<file path="src/rtl/dram_access_arbiter.sv">
// dram_access_arbiter
// Shares one single-port LUTRAM (synchronous write, asynchronous read) between two
// requesters, A and B. After reset, or on clear_req, every word is swept to INIT_VALUE
// before any request is granted. In RUN, at most one access is granted per cycle, and
// contention between A and B is resolved round-robin.
//
// Handshake: a transfer happens in any cycle where x_valid && x_ready. x_ready is
// combinational from the valids, the FSM state and clear_req. A requester that is not
// granted must hold valid/we/addr/wdata stable until it sees ready. Read data comes
// back as a one-cycle x_rvalid pulse in the cycle after the transfer; there is no
// backpressure on the response. x_rdata holds its value until the next x_rvalid.
module dram_access_arbiter #(
    parameter int                ADDR_W       = 6,
    parameter int                DATA_W       = 8,
    parameter logic [DATA_W-1:0] INIT_VALUE   = '0,
    parameter bit                CLEAR_ON_RST = 1'b1
) (
    input  logic              clk,
    input  logic              rst_n,
    input  logic              clear_req,
    output logic              init_done,

    input  logic              a_valid,
    output logic              a_ready,
    input  logic              a_we,
    input  logic [ADDR_W-1:0] a_addr,
    input  logic [DATA_W-1:0] a_wdata,
    output logic              a_rvalid,
    output logic [DATA_W-1:0] a_rdata,

    input  logic              b_valid,
    output logic              b_ready,
    input  logic              b_we,
    input  logic [ADDR_W-1:0] b_addr,
    input  logic [DATA_W-1:0] b_wdata,
    output logic              b_rvalid,
    output logic [DATA_W-1:0] b_rdata,

    output logic              ram_we,
    output logic [ADDR_W-1:0] ram_addr,
    output logic [DATA_W-1:0] ram_wdata,
    input  logic [DATA_W-1:0] ram_rdata
);

    typedef enum logic {
        ST_INIT = 1'b0,
        ST_RUN  = 1'b1
    } state_t;

    localparam state_t            RST_STATE = CLEAR_ON_RST ? ST_INIT : ST_RUN;
    localparam logic [ADDR_W-1:0] PTR_LAST  = '1;

    state_t            state_q;
    state_t            state_d;
    logic [ADDR_W-1:0] ptr_q;
    logic [ADDR_W-1:0] ptr_d;
    // Side that wins the next A/B tie: 0 = A, 1 = B.
    logic              prio_q;
    // Last address presented to the RAM, held on idle cycles.
    logic [ADDR_W-1:0] addr_q;
    logic              grant_a;
    logic              grant_b;

    // Next state, grant selection and RAM drive. All combinational outputs are forced
    // low while rst_n is asserted, so nothing reaches the RAM during reset.
    always_comb begin
        state_d   = state_q;
        ptr_d     = ptr_q;
        grant_a   = 1'b0;
        grant_b   = 1'b0;
        init_done = 1'b0;
        a_ready   = 1'b0;
        b_ready   = 1'b0;
        ram_we    = 1'b0;
        ram_addr  = addr_q;
        ram_wdata = '0;
        if (rst_n) begin
            case (state_q)
                ST_INIT: begin
                    // Sweep one word per cycle. clear_req has no effect here.
                    ram_we    = 1'b1;
                    ram_addr  = ptr_q;
                    ram_wdata = INIT_VALUE;
                    ptr_d     = ptr_q + 1'b1;
                    if (ptr_q == PTR_LAST) begin
                        state_d = ST_RUN;
                    end
                end
                ST_RUN: begin
                    init_done = 1'b1;
                    if (clear_req) begin
                        // No grant in the cycle that starts a sweep.
                        state_d = ST_INIT;
                        ptr_d   = '0;
                    end else begin
                        if (a_valid && (!b_valid || !prio_q)) begin
                            grant_a = 1'b1;
                        end else if (b_valid) begin
                            grant_b = 1'b1;
                        end
                        a_ready = grant_a;
                        b_ready = grant_b;
                        if (grant_a) begin
                            ram_addr  = a_addr;
                            ram_we    = a_we;
                            ram_wdata = a_wdata;
                        end else if (grant_b) begin
                            ram_addr  = b_addr;
                            ram_we    = b_we;
                            ram_wdata = b_wdata;
                        end
                    end
                end
                default: begin
                    state_d = RST_STATE;
                    ptr_d   = '0;
                end
            endcase
        end
    end

    // FSM state and sweep pointer.
    always_ff @(posedge clk or negedge rst_n) begin
        if (!rst_n) begin
            state_q <= RST_STATE;
            ptr_q   <= '0;
        end else begin
            state_q <= state_d;
            ptr_q   <= ptr_d;
        end
    end

    // Round-robin pointer: after a transfer, the other side wins the next tie.
    always_ff @(posedge clk or negedge rst_n) begin
        if (!rst_n) begin
            prio_q <= 1'b0;
        end else if (grant_a) begin
            prio_q <= 1'b1;
        end else if (grant_b) begin
            prio_q <= 1'b0;
        end
    end

    // Remember the address driven this cycle so that idle cycles keep it on the bus.
    always_ff @(posedge clk or negedge rst_n) begin
        if (!rst_n) begin
            addr_q <= '0;
        end else begin
            addr_q <= ram_addr;
        end
    end

    // Read response for A: capture the async RAM output at the end of the grant cycle.
    always_ff @(posedge clk or negedge rst_n) begin
        if (!rst_n) begin
            a_rvalid <= 1'b0;
            a_rdata  <= '0;
        end else begin
            a_rvalid <= grant_a & ~a_we;
            if (grant_a && !a_we) begin
                a_rdata <= ram_rdata;
            end
        end
    end

    // Read response for B: same timing as A.
    always_ff @(posedge clk or negedge rst_n) begin
        if (!rst_n) begin
            b_rvalid <= 1'b0;
            b_rdata  <= '0;
        end else begin
            b_rvalid <= grant_b & ~b_we;
            if (grant_b && !b_we) begin
                b_rdata <= ram_rdata;
            end
        end
    end

endmodule
</file>
<file path="config.mk">
export PLATFORM = sky130hd
export DESIGN_NAME = dram_access_arbiter
export DESIGN_NICKNAME = d
export VERILOG_FILES = /design/src/rtl/dram_access_arbiter.sv
export SDC_FILE = /design/constraint.sdc
export NUM_CORES = 1
export LEC_CHECK = 0
export CAP_MARGIN = 30
export CORE_UTILIZATION = 40
export CTS_CLUSTER_DIAMETER = 200
export CTS_CLUSTER_SIZE = 10
export DETAILED_ROUTE_END_ITERATION = 7
export PLACE_DENSITY = 0.88
export SLEW_MARGIN = 10
export SYNTH_ARGS = -nofsm -noshare
export SYNTH_HDL_FRONTEND = slang
export SYNTH_SLANG_ARGS = --single-unit
</file>
<file path="constraint.sdc">
create_clock -name clk -period 2.2 [get_ports clk]
set_input_delay 0.22 -clock clk [delete_from_list [all_inputs] [get_ports clk]]
set_output_delay 0.22 -clock clk [all_outputs]
set_load 0.02 [all_outputs]
</file>
# Word level (Yosys, flattened, before mapping)

Index checks and enable logic that the tools add are counted.

$add $sub $neg: 1
Equal/unequal tests: 2
Mux-type cells: 39
Bitwise logic cells: 5
Reduce and logical (&&, ||, !) cells: 10

Operators with widths:

| operator            | number |
|---|---|
| $mux 8              | 4 |
| $mux 6              | 5 |
| $mux 1              | 25 |
| $pmux 6 s2          | 2 |
| $pmux 8 s2          | 1 |
| $add 6x1->6 const B | 1 |
| $eq 6x6->1 const B  | 1 |
| $logic_not 1->1     | 4 |
| $pmux 1 s2          | 2 |
| $logic_and 1x1->1   | 3 |
| $not 1->1           | 3 |
| $and 1x1->1         | 2 |
| $ne 2x2->1 const B  | 1 |
| $reduce_and 2->1    | 1 |
| $reduce_bool 2->1   | 1 |
| $logic_or 1x1->1    | 1 |

Flip-flop bits (word level): 32
Input port bits: 43
Logic and storage cells: 65

# Logic depth before layout (Yosys ltp)

Gate-level depths: netlist of run 1.

Word-level depth: 12
Depth in mapped cells: 6
Mapped depth without buffers: 5

# Worst setup path after synthesis of run 1

OpenSTA, ideal clock, no wires.

Path kind: input -> output
From: input port a_valid
To: output port ram_addr[0]
Data arrival time: 1.554 ns
Data required time: 1.980 ns
Path slack: 0.426 ns
Cell stages on the path: 5
Buffers on the path: 1
Cells stage by stage: buf_2 > nor2b_1 > nor3_1 > a2111o_1 > a21oi_1

Word-level cells in the longest chain between the ends: 10

Ends and longest elaborated chain:

| item                | RTL line | source |
|---|---|---|
| from (decl)         | 23       | `input logic a_valid,` |
| $logic_and 1x1->1 * | 96       | `if (a_valid && (!b_valid \|\| !prio_q)) begin` |
| $mux 1              | 96       |  |
| $mux 1              | 91       | `if (clear_req) begin` |
| $mux 1              | 78       | `case (state_q)` |
| $mux 1              | 77       | `if (rst_n) begin` |
| $mux 6              | 107      | `end else if (grant_b) begin` |
| $mux 6 *            | 103      | `if (grant_a) begin` |
| $mux 6 *            | 91       |  |
| $pmux 6 s2 *        | 78       |  |
| $mux 6 *            | 77       |  |
| to (decl)           | 40       | `output logic [ADDR_W-1:0] ram_addr,` |

Mark *: on every way between the ends. The rest lies on a longest branch, timed or not. The select of a mux whose other input is x is not followed.

# Worst setup path after layout of run 1

From: input port a_valid
To: output port ram_addr[3]

Same word-level chain as after synthesis.

==> impl_metrics.py, run 1 <==
metrics = {
    "run_status": {
        "status": "finished, final reports clean",
    },
    "synthesis": {
        "synth_top_area_share_pct": 49.81,
        "synth-edff-count": 0,
        "synthCells": 145,
        "syn-cell-area_sq_um": 1608,
        "syn-num-nets": 189,
        "syn_avg_cell_area_sq_um": 11.09,
        "yosysSeqAreaShare_pct": 49.81,
        "synth_top_area_cell": "dfrtp_1",
        "synth_cell_types": 31,
        "synth.most_common_cell": "dfrtp_1",
        "ys.flop_type": "dfrtp_1",
        "ys_seq_elements": 32,
        "yosys-top-cells-area": "dfrtp_1 50%, mux2_2 12%, a22o_1 5.4%",
        "ys_warn_count": 0,
        "synthTopCellsByCount": "32 x dfrtp_1, 17 x mux2_2, 11 x nor2_1",
        "async_flop_share_pct": 100.0,
    },
    "cells_and_area": {
        "drive_gt1_share_pct": 23.27,
        "post-route-util_pct": 71.63,
        "area_growth_pct": 68.02,
        "finalNetCount": 288,
        "n_antenna_cell": 0,
    },
    "die": {
        "row_count": 22,
        "dieWidth_um": 65.40,
        "die_h_um": 65.40,
        "pin_count": 79,
        "coreArea_sq_um": 3771,
        "start_util_pct": 42.63,
        "dieArea_sq_um": 4277,
    },
    "sta": {
        "worst_slew_pin_slew_ns": 0.2949,
        "setup_viol": 0,
        "drv_slew": 0,
        "hold_viol": 0,
        "fin_crit_sh_pct": 98.15,
        "clock_skew_ns": 0.004613,
        "rsz0062_at_grt": "yes",
        "fmax_mhz": 463.1,
        "slew_headroom_pct": 80.34,
        "fin_tns_setup_ns": 0,
        "fin_crit_ns": 2.159,
    },
    "global_routing": {
        "grt_pass1_vias": 1523,
        "antenna_found_initial": 0,
        "grt_use_total_pct": 22.20,
        "grt_pass1_wl_um": 7093,
        "grt_max_degree": 31,
        "globalRouteOverflowTotal": 0,
    },
    "power": {
        "ir_drop_mv": 0.5048,
        "p_total_mw": 2.917,
        "leakagePower_nw": 1.254,
        "power_density_nw_per_um2": 1080,
    },
    "job": {
        "maxCapViolCount": 0,
    },
    "routing": {
        "via_per_inst": 5.300,
        "drt_iter0_drc": 105,
        "wl_per_cell_um": 15.02,
        "vias": 1553,
        "route.detailed.drc": 0,
        "routed_wl_um": 4401,
        "drt-pass1-iter-count": 4,
        "ant_nets": 0,
    },
    "placed_design": {
        "io_buffers": 78,
        "hpwl_um": 3182,
        "gp_congestion": 0.8131,
    },
    "cts": {
        "clkSinkCount": 32,
        "cts_tree": "built",
        "htree_levels": 2,
        "root_buffer": "clkbuf_8",
        "numCtsBuffers": 5,
        "cts.clk_slew.worst_paths_ns": 0.07,
        "cts_setup_buffers": 0,
        "clockBufferDepth": 2,
        "worstSkewPairLatency_ns": 0.28,
    },
    "setup_path": {
        "endpoint_kind": "primary output",
        "cp.required_ns": 1.98,
        "r2r-end": "a_rdata[1]",
        "r2r-start": "prio_q",
        "cp-start-kind": "input port",
        "crit_arrival_ns": 1.94,
        "path_class": "in -> out",
        "rr_worst_depth": 6,
        "r2r_setup_slack_ns": 0.46,
        "critPathMaxFanout": 4,
    },
    "worst_hold_path": {
        "hold_path_class": "in -> async",
    },
}
report_power, final:
group          leakage [nW]  switching (mW)  internal [mW]
registers             0.395           0.206          0.838
logic                 0.803           0.628          0.700
clock network        0.0552           0.210          0.336
how the worst max path moves through the flow:
stage / startpoint / end / slack (ns)
after global placement: a_valid / ram_addr[2] / -0.19
after CTS: prio_q / ram_addr[5] / 0.005
after floorplan: a_valid / ram_addr[0] / 0.43
final: a_valid / ram_addr[3] / 0.04
after detailed placement: a_valid / ram_addr[0] / -0.26
after global routing: a_valid / ram_addr[1] / -0.03
cells by family after synthesis:
family / synth area share (%)
flip-flops: 49.81
AND/OR/NAND/NOR: 14.71
adder cells (fa/ha/maj): 0.7781
multiplexers: 13.15
buffers and inverters: 2.957
AO/OA/AOI/OAI: 18.60
layout make-up:
class	count	area, sq um
repair buffers	99	940.9
clock inverters	2	35.03
well taps	48	60.06
multi-input cells	102	775.7
inverters	4	15.01
fillers	290	1070
clock buffers	6	72.57
flip-flops and latches	32	802.0
flip-flops by register name (all words and copies together) (netlist names):
name	cells
a_rdata	8
a_rvalid	1
state_q	1
addr_q	6
prio_q	1
b_rdata	8
ptr_q	6
b_rvalid	1
layer usage:
metal  GRT usage (%)  share of wire [%]  vias up
met5               0                  0        -
met4           8.152                1.4        0
li1                -                  -      737
met2           38.66                 51       80
met3           3.993                6.5        5
met1           27.20                 41      731
worst max-delay path: stages:
cell             delay [ns]
clkdlybuf4s50_1        0.56
buf_4                  0.17
nor2_1                 0.06
o21ai_2                0.16
nand2_1                0.12
a221o_1                0.32
dlygate4sd2_1          0.32
through the flow:
stage	hold slack, ns	area (sq um)	setup WS [ns]	std cells
floorplan	-0.07559	1608	0.4260	145
global placement	0.06574	2566	-0.1906	283
detailed placement	0.06609	2566	-0.2595	283
CTS	0.1014	2690	0.004807	293
global route	0.1349	2701	-0.03024	293
finish	0.09258	2701	0.04079	293
cell usage in the layout (no fill, tap or decap), drive strengths merged, types with 3 or more instances in the layout:
cell type / n
a32oi: 4
o21ai: 10
nand2: 10
nor2b: 4
a21oi: 6
buf: 21
nand3: 5
dlygate4sd2: 12
clkbuf: 8
nor2: 11
clkdlybuf4s50: 59
dfrtp: 32
a22o: 10
inv: 4
mux2: 17
a221o: 4
nor3: 3
timing repair:
item	CTS	global route
endpoints found under the hold margin	2	0
pin swaps	0	0
gates resized for setup	19	11
endpoints found under the setup margin	15	4
hold buffers	2	0
Note: power is estimated with default switching activity, not from simulation.
==> inputs of run 2 (changes only) <==
--- a/config.mk
+++ b/config.mk
@@ -5,6 +5,7 @@
 export SDC_FILE = /design/constraint.sdc
 export NUM_CORES = 1
 export LEC_CHECK = 0
+export ABC_CLOCK_PERIOD_IN_PS = 2200
 export CAP_MARGIN = 30
 export CORE_UTILIZATION = 40
 export CTS_CLUSTER_DIAMETER = 200
==> results of run 2 <==
The final DEF is identical to that of run 1; final timing and power are the same.
==> inputs of run 3 (changes only) <==
--- a/config.mk
+++ b/config.mk
@@ -11,7 +11,7 @@
 export CTS_CLUSTER_DIAMETER = 200
 export CTS_CLUSTER_SIZE = 10
 export DETAILED_ROUTE_END_ITERATION = 7
-export PLACE_DENSITY = 0.88
+export PLACE_DENSITY = 0.89
 export SLEW_MARGIN = 10
 export SYNTH_ARGS = -nofsm -noshare
 export SYNTH_HDL_FRONTEND = slang
==> run 3 against run 2 <==
Compared with the run above: sequential power about the same; total power down 1.2%; final cell count up 0.34%; die area unchanged; final area down 0.93%; critical endpoint is now ram_addr[5]; largest power group unchanged; highest routed layer unchanged.
==> impl_metrics.py, run 3 (synthesized netlist as in run 1, its figures left out) <==
metrics = {
    "die": {
        "coreArea_sq_um": 3771,
        "row_count": 22,
        "die_h_um": 65.40,
        "start_util_pct": 42.63,
        "dieWidth_um": 65.40,
        "pin_count": 79,
        "dieArea_sq_um": 4277,
    },
    "placed_design": {
        "hpwl_um": 3181,
        "dpl.cell_count": 285,
        "io_buffers": 78,
        "gp_congestion": 0.8861,
    },
    "cts": {
        "root_buffer": "clkbuf_8",
        "worstSkewPairLatency_ns": 0.28,
        "cts_tree": "built",
        "clockBufferDepth": 2,
        "numCtsBuffers": 5,
        "clkSinkCount": 32,
        "cts.clk_slew.worst_paths_ns": 0.07,
        "cts_setup_buffers": 0,
        "htree_levels": 2,
    },
    "global_routing": {
        "top_usage_layer": "met2",
        "globalRouteOverflowTotal": 0,
        "grt.met3_usage_pct": 4.861,
        "grt_util_met2_pct": 35.05,
        "met1_usage_pct": 27.48,
        "grt_max_degree": 27,
        "antenna_found_initial": 0,
        "grt_pass1_vias": 1542,
        "grt_use_total_pct": 21.42,
        "grt_pass1_wl_um": 7003,
    },
    "worst_hold_path": {
        "hold_path_class": "in -> async",
    },
    "setup_path": {
        "cp.required_ns": 1.98,
        "crit_arrival_ns": 1.86,
        "critPathMaxFanout": 5,
        "endpoint_kind": "primary output",
        "rr_worst_depth": 8,
        "path_class": "reg -> out",
        "cp-start-kind": "flip-flop",
        "r2r_setup_slack_ns": 0.22,
    },
    "cells_and_area": {
        "drive_gt1_share_pct": 22.36,
        "area_growth_pct": 66.46,
        "finalNetCount": 289,
        "stdcell_count": 294,
        "layout_commonest_cell": "clkdlybuf4s50_1",
        "final_cell_mix": "58 x clkdlybuf4s50_1, 31 x dfrtp_1, 20 x buf_4",
        "largest_registers": "a_rdata x8, b_rdata x8",
        "n_antenna_cell": 0,
    },
    "sta": {
        "drv_slew": 0,
        "clock_skew_ns": 0.003784,
        "fmax_mhz": 479.9,
        "fin_crit_sh_pct": 94.71,
        "worst_slew_pin_slew_ns": 0.6725,
        "rsz0062_at_grt": "no",
        "slew_headroom_pct": 54.70,
        "setup_viol": 0,
        "fin_crit_ns": 2.084,
        "hold-worst-slack_ns": 0.03409,
        "hold_viol": 0,
    },
    "routing": {
        "via_per_inst": 5.310,
        "drt_iter0_drc": 87,
        "ant_nets": 0,
        "wl_per_cell_um": 14.28,
        "vias": 1561,
        "route.detailed.drc": 0,
        "routed_wl_um": 4198,
        "drt-pass1-iter-count": 4,
    },
    "power": {
        "ir_drop_mv": 0.4604,
        "leakagePower_nw": 1.235,
        "power_density_nw_per_um2": 1077,
    },
    "run_status": {
        "status": "finished, final reports clean",
    },
    "job": {
        "maxCapViolCount": 0,
    },
}
==> run 3: routing by layer <==
metal	routed length [um]	up-vias	share of wire, %
met5	0	-	0
li1	-	740	-
met1	1848	738	44
met3	240	8	5.7
met2	2031	75	48
met4	77	0	1.8
==> run 3: layout make-up <==
cell class,count,area (sq um)
flip-flops and latches,32,802.0
clock buffers,6,72.57
repair buffers,100,929.6
inverters,4,15.01
well taps,48,60.06
clock inverters,2,35.03
multi-input cells,102,762.0
fillers,293,1095
==> run 3: stage by stage <==
stage          utilization [%]  power [mW]  instance area (sq um)  setup slack, ns  setup TNS [ns]
6_report                 70.97       2.881                   2676           0.1163               0
5_1_grt                  70.97       3.054                   2676        0.0007883               0
4_1_cts                  71.04       2.894                   2679          0.03987               0
3_5_place_dp             68.45       2.384                   2581          -0.3218          -5.821
3_3_place_gp             68.45       2.348                   2581          -0.2659          -5.252
2_1_floorplan                -       1.699                   1608           0.4260               0
==> run 3: worst paths after layout <==
kind                       startpoint     endpoint
setup / recovery               prio_q  ram_addr[5]
hold / removal                  rst_n    addr_q[2]
setup reg to reg               prio_q   a_rdata[2]
hold reg to reg            b_rdata[2]   b_rdata[2]
max in group asynchronous       rst_n    addr_q[1]
min in group clk                rst_n      state_q
==> run 3: report_power, final <==
group	switching, mW	internal (mW)	leakage [nW]
logic	0.625	0.671	0.784
clock network	0.217	0.336	0.0552
registers	0.195	0.837	0.395
==> run 3: critical path, cell delays in order (launching register included) <==
cell and delay, ns:
dfrtp_1 0.41, nand2b_1 0.19, buf_4 0.17, a32oi_1 0.18, nor2_1 0.05, a221o_1 0.28
clkdlybuf4s15_1 0.30
==> run 3: what timing repair did <==
item                                    CTS  global route
gates resized for setup                  19             7
pin swaps                                 0             0
endpoints found under the hold margin     1             0
endpoints found under the setup margin   17             4
hold buffers                              1             0
